### src/rtl/fir_out_requant.sv
// fir_out_requant: round/shift/saturate FIR results into a narrower word behind a 2-entry skid buffer; stats built only with FIR_OUT_REQUANT_STATS_EN
module fir_out_requant #(
  parameter int pDATA_WIDTH = 32,
  parameter int pOUT_WIDTH  = 16,
  parameter int pSHIFT      = 8
) (
  input  logic                   axis_clk,
  input  logic                   axis_rst_n,
  input  logic                   s_tvalid,
  input  logic [pDATA_WIDTH-1:0] s_tdata,
  input  logic                   s_tlast,
  output logic                   s_tready,
  output logic                   m_tvalid,
  output logic [pOUT_WIDTH-1:0]  m_tdata,
  output logic                   m_tlast,
  input  logic                   m_tready,
  input  logic [31:0]            cfg_len,
  input  logic                   stat_clr,
  output logic [15:0]            sat_cnt,
  output logic                   len_err
);
  localparam int SW = pDATA_WIDTH + 1;
  localparam logic [SW-1:0] RND = SW'((pSHIFT > 0) ? (64'd1 << (pSHIFT - 1)) : 64'd0);
  localparam logic signed [SW-1:0] Q_MAX = SW'((64'sd1 <<< (pOUT_WIDTH - 1)) - 64'sd1);
  localparam logic signed [SW-1:0] Q_MIN = ~Q_MAX;
  typedef enum logic [1:0] {EMPTY = 2'd0, ONE = 2'd1, FULL = 2'd2} state_t;
  state_t state, state_nxt;
  logic signed [SW-1:0] sum, q;
  logic sat;
  logic [pOUT_WIDTH-1:0] q_out, skid_data;
  logic skid_last, push, pop, load_in, load_skid_out, load_skid;
  assign push = s_tvalid & s_tready;
  assign pop = m_tvalid & m_tready;
  assign m_tvalid = state != EMPTY;
  // widened sum cannot overflow; arithmetic shift gives round-half-up
  always_comb begin
    sum = {s_tdata[pDATA_WIDTH-1], s_tdata} + RND;
    q = sum >>> pSHIFT;
    sat = (q > Q_MAX) || (q < Q_MIN);
    q_out = (q > Q_MAX) ? {1'b0, {(pOUT_WIDTH-1){1'b1}}} :
            (q < Q_MIN) ? {1'b1, {(pOUT_WIDTH-1){1'b0}}} : q[pOUT_WIDTH-1:0];
  end
  // occupancy transitions and which register loads on this edge
  always_comb begin
    state_nxt = state;
    load_in = 1'b0;
    load_skid_out = 1'b0;
    load_skid = 1'b0;
    case (state)
      EMPTY: begin
        state_nxt = push ? ONE : EMPTY;
        load_in = push;
      end
      ONE: begin
        state_nxt = (push && !pop) ? FULL : (!push && pop) ? EMPTY : ONE;
        load_in = push && pop;
        load_skid = push && !pop;
      end
      FULL: begin
        state_nxt = pop ? ONE : FULL;
        load_skid_out = pop;
      end
      default: state_nxt = EMPTY;
    endcase
  end
  // occupancy register; s_tready is derived from the next occupancy so it never sees m_tready combinationally
  always_ff @(posedge axis_clk or negedge axis_rst_n)
    if (!axis_rst_n) begin
      state <= EMPTY;
      s_tready <= 1'b0;
    end else begin
      state <= state_nxt;
      s_tready <= state_nxt != FULL;
    end
  // output register and skid entry
  always_ff @(posedge axis_clk or negedge axis_rst_n)
    if (!axis_rst_n) begin
      m_tdata <= '0;
      m_tlast <= 1'b0;
      skid_data <= '0;
      skid_last <= 1'b0;
    end else begin
      if (load_in) {m_tlast, m_tdata} <= {s_tlast, q_out};
      else if (load_skid_out) {m_tlast, m_tdata} <= {skid_last, skid_data};
      if (load_skid) {skid_last, skid_data} <= {s_tlast, q_out};
    end
`ifdef FIR_OUT_REQUANT_STATS_EN
  logic [31:0] frm_cnt, frm_len, cur_len, nxt_cnt;
  logic len_bad;
  // frame length in force is cfg_len on the first beat, the latched value after
  always_comb begin
    cur_len = (frm_cnt == '0) ? cfg_len : frm_len;
    nxt_cnt = frm_cnt + 32'd1;
    len_bad = (cur_len != '0) && (s_tlast ? (nxt_cnt != cur_len) : (nxt_cnt == cur_len));
  end
  // frame counter and sticky statistics; clear beats a same-cycle update
  always_ff @(posedge axis_clk or negedge axis_rst_n)
    if (!axis_rst_n) begin
      frm_cnt <= '0;
      frm_len <= '0;
      sat_cnt <= '0;
      len_err <= 1'b0;
    end else begin
      if (push) begin
        frm_cnt <= s_tlast ? '0 : nxt_cnt;
        frm_len <= cur_len;
      end
      sat_cnt <= stat_clr ? '0 : (push && sat && sat_cnt != 16'hFFFF) ? sat_cnt + 16'd1 : sat_cnt;
      len_err <= stat_clr ? 1'b0 : len_err | (push & len_bad);
    end
`else
  logic unused_stats;
  assign unused_stats = ^{cfg_len, stat_clr, sat};
  assign sat_cnt = '0;
  assign len_err = 1'b0;
`endif
endmodule
### config.mk
export PLATFORM = sky130hd
export DESIGN_NAME = fir_out_requant
export DESIGN_NICKNAME = d
export VERILOG_FILES = /design/src/rtl/fir_out_requant.sv
export SDC_FILE = /design/constraint.sdc
export NUM_CORES = 1
export LEC_CHECK = 0
export CAP_MARGIN = 20
export CELL_PAD_IN_SITES_DETAIL_PLACEMENT = 0
export CELL_PAD_IN_SITES_GLOBAL_PLACEMENT = 1
export CORE_UTILIZATION = 41
export DETAILED_ROUTE_END_ITERATION = 12
export DONT_BUFFER_PORTS = 1
export PLACE_DENSITY_LB_ADDON = 0.1
export SYNTH_ARGS = -nofsm -noshare
export SYNTH_HDL_FRONTEND = slang
export SYNTH_SLANG_ARGS = --single-unit
export TNS_END_PERCENT = 30
### constraint.sdc
create_clock -name axis_clk -period 1.9 [get_ports axis_clk]
set_input_delay 0.38 -clock axis_clk [delete_from_list [all_inputs] [get_ports axis_clk]]
set_output_delay 0.38 -clock axis_clk [all_outputs]
set_load 0.01 [all_outputs]
* Word-level counts from Yosys, hierarchy flattened
Index checks and enable logic that the tools add are counted.
** Storage, ports and cells
- Register bits after elaboration :: 37
- Input bits :: 70
- Output and inout port bits :: 36
- Word-level logic and storage cells :: 36
** Cells by class
- Add/subtract/negate cells :: 1
- Magnitude comparators :: 2
- Equality and inequality tests :: 3
- Mux-type cells :: 14
- Bitwise gates (word level) :: 2
- Reductions and logical operators :: 8
** Operators by type and width (number)
- $mux 16 :: 4
- $add 32x9->33 const B :: 1
- $gt 25x16->1 const B :: 1
- $lt 25x16->1 const B :: 1
- $mux 1 :: 6
- $pmux 2 s3 :: 1
- $mux 2 :: 2
- $reduce_bool 2->1 :: 2
- $logic_and 1x1->1 :: 3
- $and 1x1->1 :: 2
- $eq 2x1->1 const B :: 1
- $eq 2x2->1 const B :: 1
- $logic_not 1->1 :: 2
- $logic_not 2->1 :: 1
- $ne 2x2->1 const B :: 1
- $pmux 1 s2 :: 1

* Depth between registers and ports, before layout
- Word-level depth :: 7
- Gate-level depth with buffers :: 12
- Mapped depth without buffers :: 10

* Least setup slack after synthesis
Ideal clock, no wire load.
- Path kind :: input-to-reg
- Start :: in s_tdata[7]
- End :: reg m_tdata[6]
- Setup time :: 130 ps
- Data arrival time :: 2416 ps
- Data required time :: 1770 ps
- Path slack :: -646 ps
- Stages on the path :: 9
- Buffers on the path :: 1
- Path through :: ha_1 -> nand3_1 -> nor4_2 -> mux2_2 -> o21ai_0 -> o2111ai_1 -> o21ai_2 -> buf_6 -> o211ai_2
** Between the ends
- Longest elaborated chain between the ends :: 5
- Elaborated cells on any way between the ends :: 6
- Those cells by class :: add/sub: 1; order compare: 2; mux: 3
** Ends and longest elaborated chain
- start: declaration :: line 10 : input logic [pDATA_WIDTH-1:0] s_tdata,
- $add 32x9->33 * :: line 37 : sum = {s_tdata[pDATA_WIDTH-1], s_tdata} + RND;
- $lt 25x16->1 :: line 41 : (q < Q_MIN) ? {1'b1, {(pOUT_WIDTH-1){1'b0}}} : q[pOUT_WIDTH-1:0];
- $mux 16 :: line 41
- $mux 16 * :: line 40 : q_out = (q > Q_MAX) ? {1'b0, {(pOUT_WIDTH-1){1'b1}}} :
- $mux 16 * :: line 83 : if (load_in) {m_tlast, m_tdata} <= {s_tlast, q_out};
- end signal: assignment :: line 83
- end signal: assignment :: line 84 : else if (load_skid_out) {m_tlast, m_tdata} <= {skid_last, skid_data};
- end: declaration :: line 14 : output logic [pOUT_WIDTH-1:0] m_tdata,
Every way passes the cells marked *; elsewhere a longest branch is shown, timed or not.
A chain may end at the register's enable or synchronous reset.

* Worst setup path after layout
- Start :: in s_tdata[11]
- End :: reg m_tdata[5]
Same word-level chain as after synthesis.

==> results_dict.tcl <==
set metrics [dict create \
    status "finished, violations left" \
    violations "setup timing" \
    seq_power_share_pct 38.2 \
    drt_pre_antenna_iters 4 \
    synth_xor_area_share_pct 5.81 \
    antenna_cells 0 \
    port_buffers 0 \
    setup_ws_ps -97.6 \
    skew_ps 7.14 \
    critical_path_class "in -> reg" \
    drt-vias-per-instance 5.53 \
    drt_iter0_markers 141 \
    synth_commonest_cells "43 x nand2_1, 37 x dfrtp_1, 35 x nor2_1, 18 x a21oi_1" \
    timing.rr.end "m_tdata[1]" \
    yosys_register_bits 37 \
    clk_latency_ps 280 \
    yosys_warnings 0 \
    power.internal_uw 2360 \
    hold_start "s_tlast" \
    synth_top_area_share_pct 34.1 \
    grt_pass1_wl_mm 12.1 \
    chipWidth_um 83.4 \
    numCtsBuffers 5 \
    syn_to_final_growth_pct 28.7 \
    post_route_cells_drive_above_1_share_pct 32.4 \
    timing.fmax_mhz 501 \
    htreeDepth 2 \
    drc 0 \
    swShare_pct 39.7 \
    coreArea_mm2 0.00639 \
    hpwl_mm 5.57 \
    cts_tree "done" \
    synth_area_leaders "dfrtp_1 34%, nand2_1 5.9%, o211ai_2 5.1%" \
    synth_top_family_by_area "simple AND/OR/NAND/NOR gates" \
    synthMuxAreaShare_pct 0.784 \
    drv_slew 0 \
    worst-path-max-fanout 15 \
    synth_top_cell_by_area "dfrtp_1" \
    synthArstFlopShare_pct 100 \
    relSlewSlack_pct 63.6 \
    cp.required_ps 2060 \
    min_path_cells 2 \
    synth.distinct_cells 53 \
    gr-usage-all-layers_pct 21.6 \
    totalPowerFinal_uw 3920 \
    grt_overflow 0 \
    synth-simple-area-share_pct 27.6 \
    placed_cell_area_mm2 0.00321 \
    final_cell_area_mm2 0.00349 \
    ys.flop_type "dfrtp_1" \
    synthCells 318 \
    syn_area_mm2 0.00271 \
    hold_violations 0 \
    dp_slack_ps -432 \
    hold_path_class "in -> reg" \
    cp.arrival_ps 2160 \
    maxCapViolCount 0 \
    r2r_cells 11 \
    avgSynthCellArea_um2 8.53 \
    rsz0062_at_grt "yes" \
    p_sw_uw 1550 \
    final_cells 451 \
    final_nets 447 \
    ys_seq_area_share_pct 34.1 \
    p_leak_uw 0.00155 \
    grt_pass1_vias 2495 \
    die_h_um 83.4 \
    synth.most_common_cell "nand2_1" \
    num_io_pins 106 \
    rr_startpoint "state[0]" \
    crit_path_start "s_tdata[11]" \
    grt_start_max_net_pins 38 \
    clk_path_buf_depth 2 \
    synth-edff-count 0 \
    wl_per_cell_um 16.2 \
    clockRootBuffer "clkbuf_8" \
    reg2reg_slack_ps -70 \
    period_needed_ps 2000 \
    startpoint_type "input pin" \
    dp.cells 440 \
    synthAdderAreaFrac_pct 1.38 \
    num_vias 2494 \
    synth_compound_area_share_pct 21.3 \
    cts.sinks 37 \
    worst_pin_slew_ps 547 \
    combPwrFrac_pct 47.6 \
    powerDensity_mw_per_mm2 1120 \
    initial_utilization_pct 42.5 \
    dieArea_mm2 0.00695 \
    rows 29 \
    totalWireLength_mm 7.30 \
    holdPathEnd "skid_last" \
    setup_tns_ps -2190 \
    peakVddDrop_v 0.000642 \
    clkPwrFrac_pct 14.1 \
    postRouteAntennaNets 0 \
    timing.final.crit_share_pct 105 \
    antenna_found_initial 0 \
    clk_pin_slew_ps 70 \
    endpoint_kind "register" \
    setup_viol 30 \
    gp_congestion 0.856 \
]
## state kept, by name, indices dropped and copies added, names as in the netlist
| register | count |
|---|---|
| m_tdata | 16 |
| skid_data | 16 |
| state | 2 |
| m_tlast | 1 |
| s_tready | 1 |
| skid_last | 1 |
## area by class of cell
class / instances / area [um2]
multi-input cells: 256 / 1810
fillers: 611 / 2890
flip-flops and latches: 37 / 926
clock buffers: 7 / 86.3
repair buffers: 64 / 536
well taps: 77 / 96.3
inverters: 10 / 37.5
## layout by cell type (no fill, tap or decap), types with 5 or more instances in the layout
cell type	synthesis	layout
buf_4	17	56
nand2_1	43	41
dfrtp_1	37	37
nor2_1	35	33
a21oi_1	18	18
conb_1	1	17
nand3_1	17	16
inv_1	10	10
o211ai_2	11	10
nand4_1	8	8
xor2_1	8	8
xnor2_1	10	7
nor3_1	6	6
clkbuf_8	0	6
and3_1	5	5
a311oi_2	0	5
o211ai_1	5	5
## worst max-delay path, cell delays in order
cell and delay (ps):
nand4_4 130, nor4_4 420, nand4_1 190, buf_4 190, mux2i_1 150, nor2_1 80, buf_4 160, o21ai_2 170
buf_12 180, o211ai_1 100
## metrics by stage
stage	hold slack, ps	utilization (%)
after floorplan	84.4	-
after global placement	85.3	50.3
after detailed placement	85.4	50.3
after CTS	198	52.9
after global routing	224	54.7
final	206	54.7
## kinds of logic after synthesis
kind of cell | after synthesis
muxes | 2
and+or+nand+nor | 141
adders and majority gates | 3
DFF | 37
xor gates and xnor gates | 18
AOI/OAI and AO/OA | 75
buffers and inverters | 41
other | 1
## power by group through the flow
stage / sequential (uW) / combinational (uW) / clock [uW]
6_report: 1500 / 1870 / 553
5_1_grt: 1540 / 2100 / 599
4_1_cts: 1500 / 1800 / 567
3_5_place_dp: 1510 / 1750 / 0
3_3_place_gp: 1510 / 1740 / 0
2_1_floorplan: 1470 / 1230 / 0
## layer usage
metal,GRT usage [%],up-vias,share of wire (%)
met4,5.64,0,0.71
met3,5.17,5,4.9
met5,0,-,0
met1,28.8,1195,49
met2,35.2,65,46
li1,-,1229,-
## worst max path at each step
stage                   endpoint  slack [ps]  depth (start not counted)
floorplan             m_tdata[6]        -380                          9
global placement    skid_data[9]        -410                          8
detailed placement    m_tdata[3]        -430                          7
CTS                   m_tdata[5]        -100                          9
global route        skid_data[3]        -210                         10
finish                m_tdata[5]        -100                         10
## repair_timing
action / 4_1_cts / 5_1_grt
endpoints found under the hold margin: 37 / 0
setup buffers: 1 / 1
gates resized for setup: 8 / 20
hold buffers: 2 / 0
setup endpoints to repair: 30 / 31
pin swaps: 5 / 9
No activity file was read; power rests on OpenSTA's default activity.
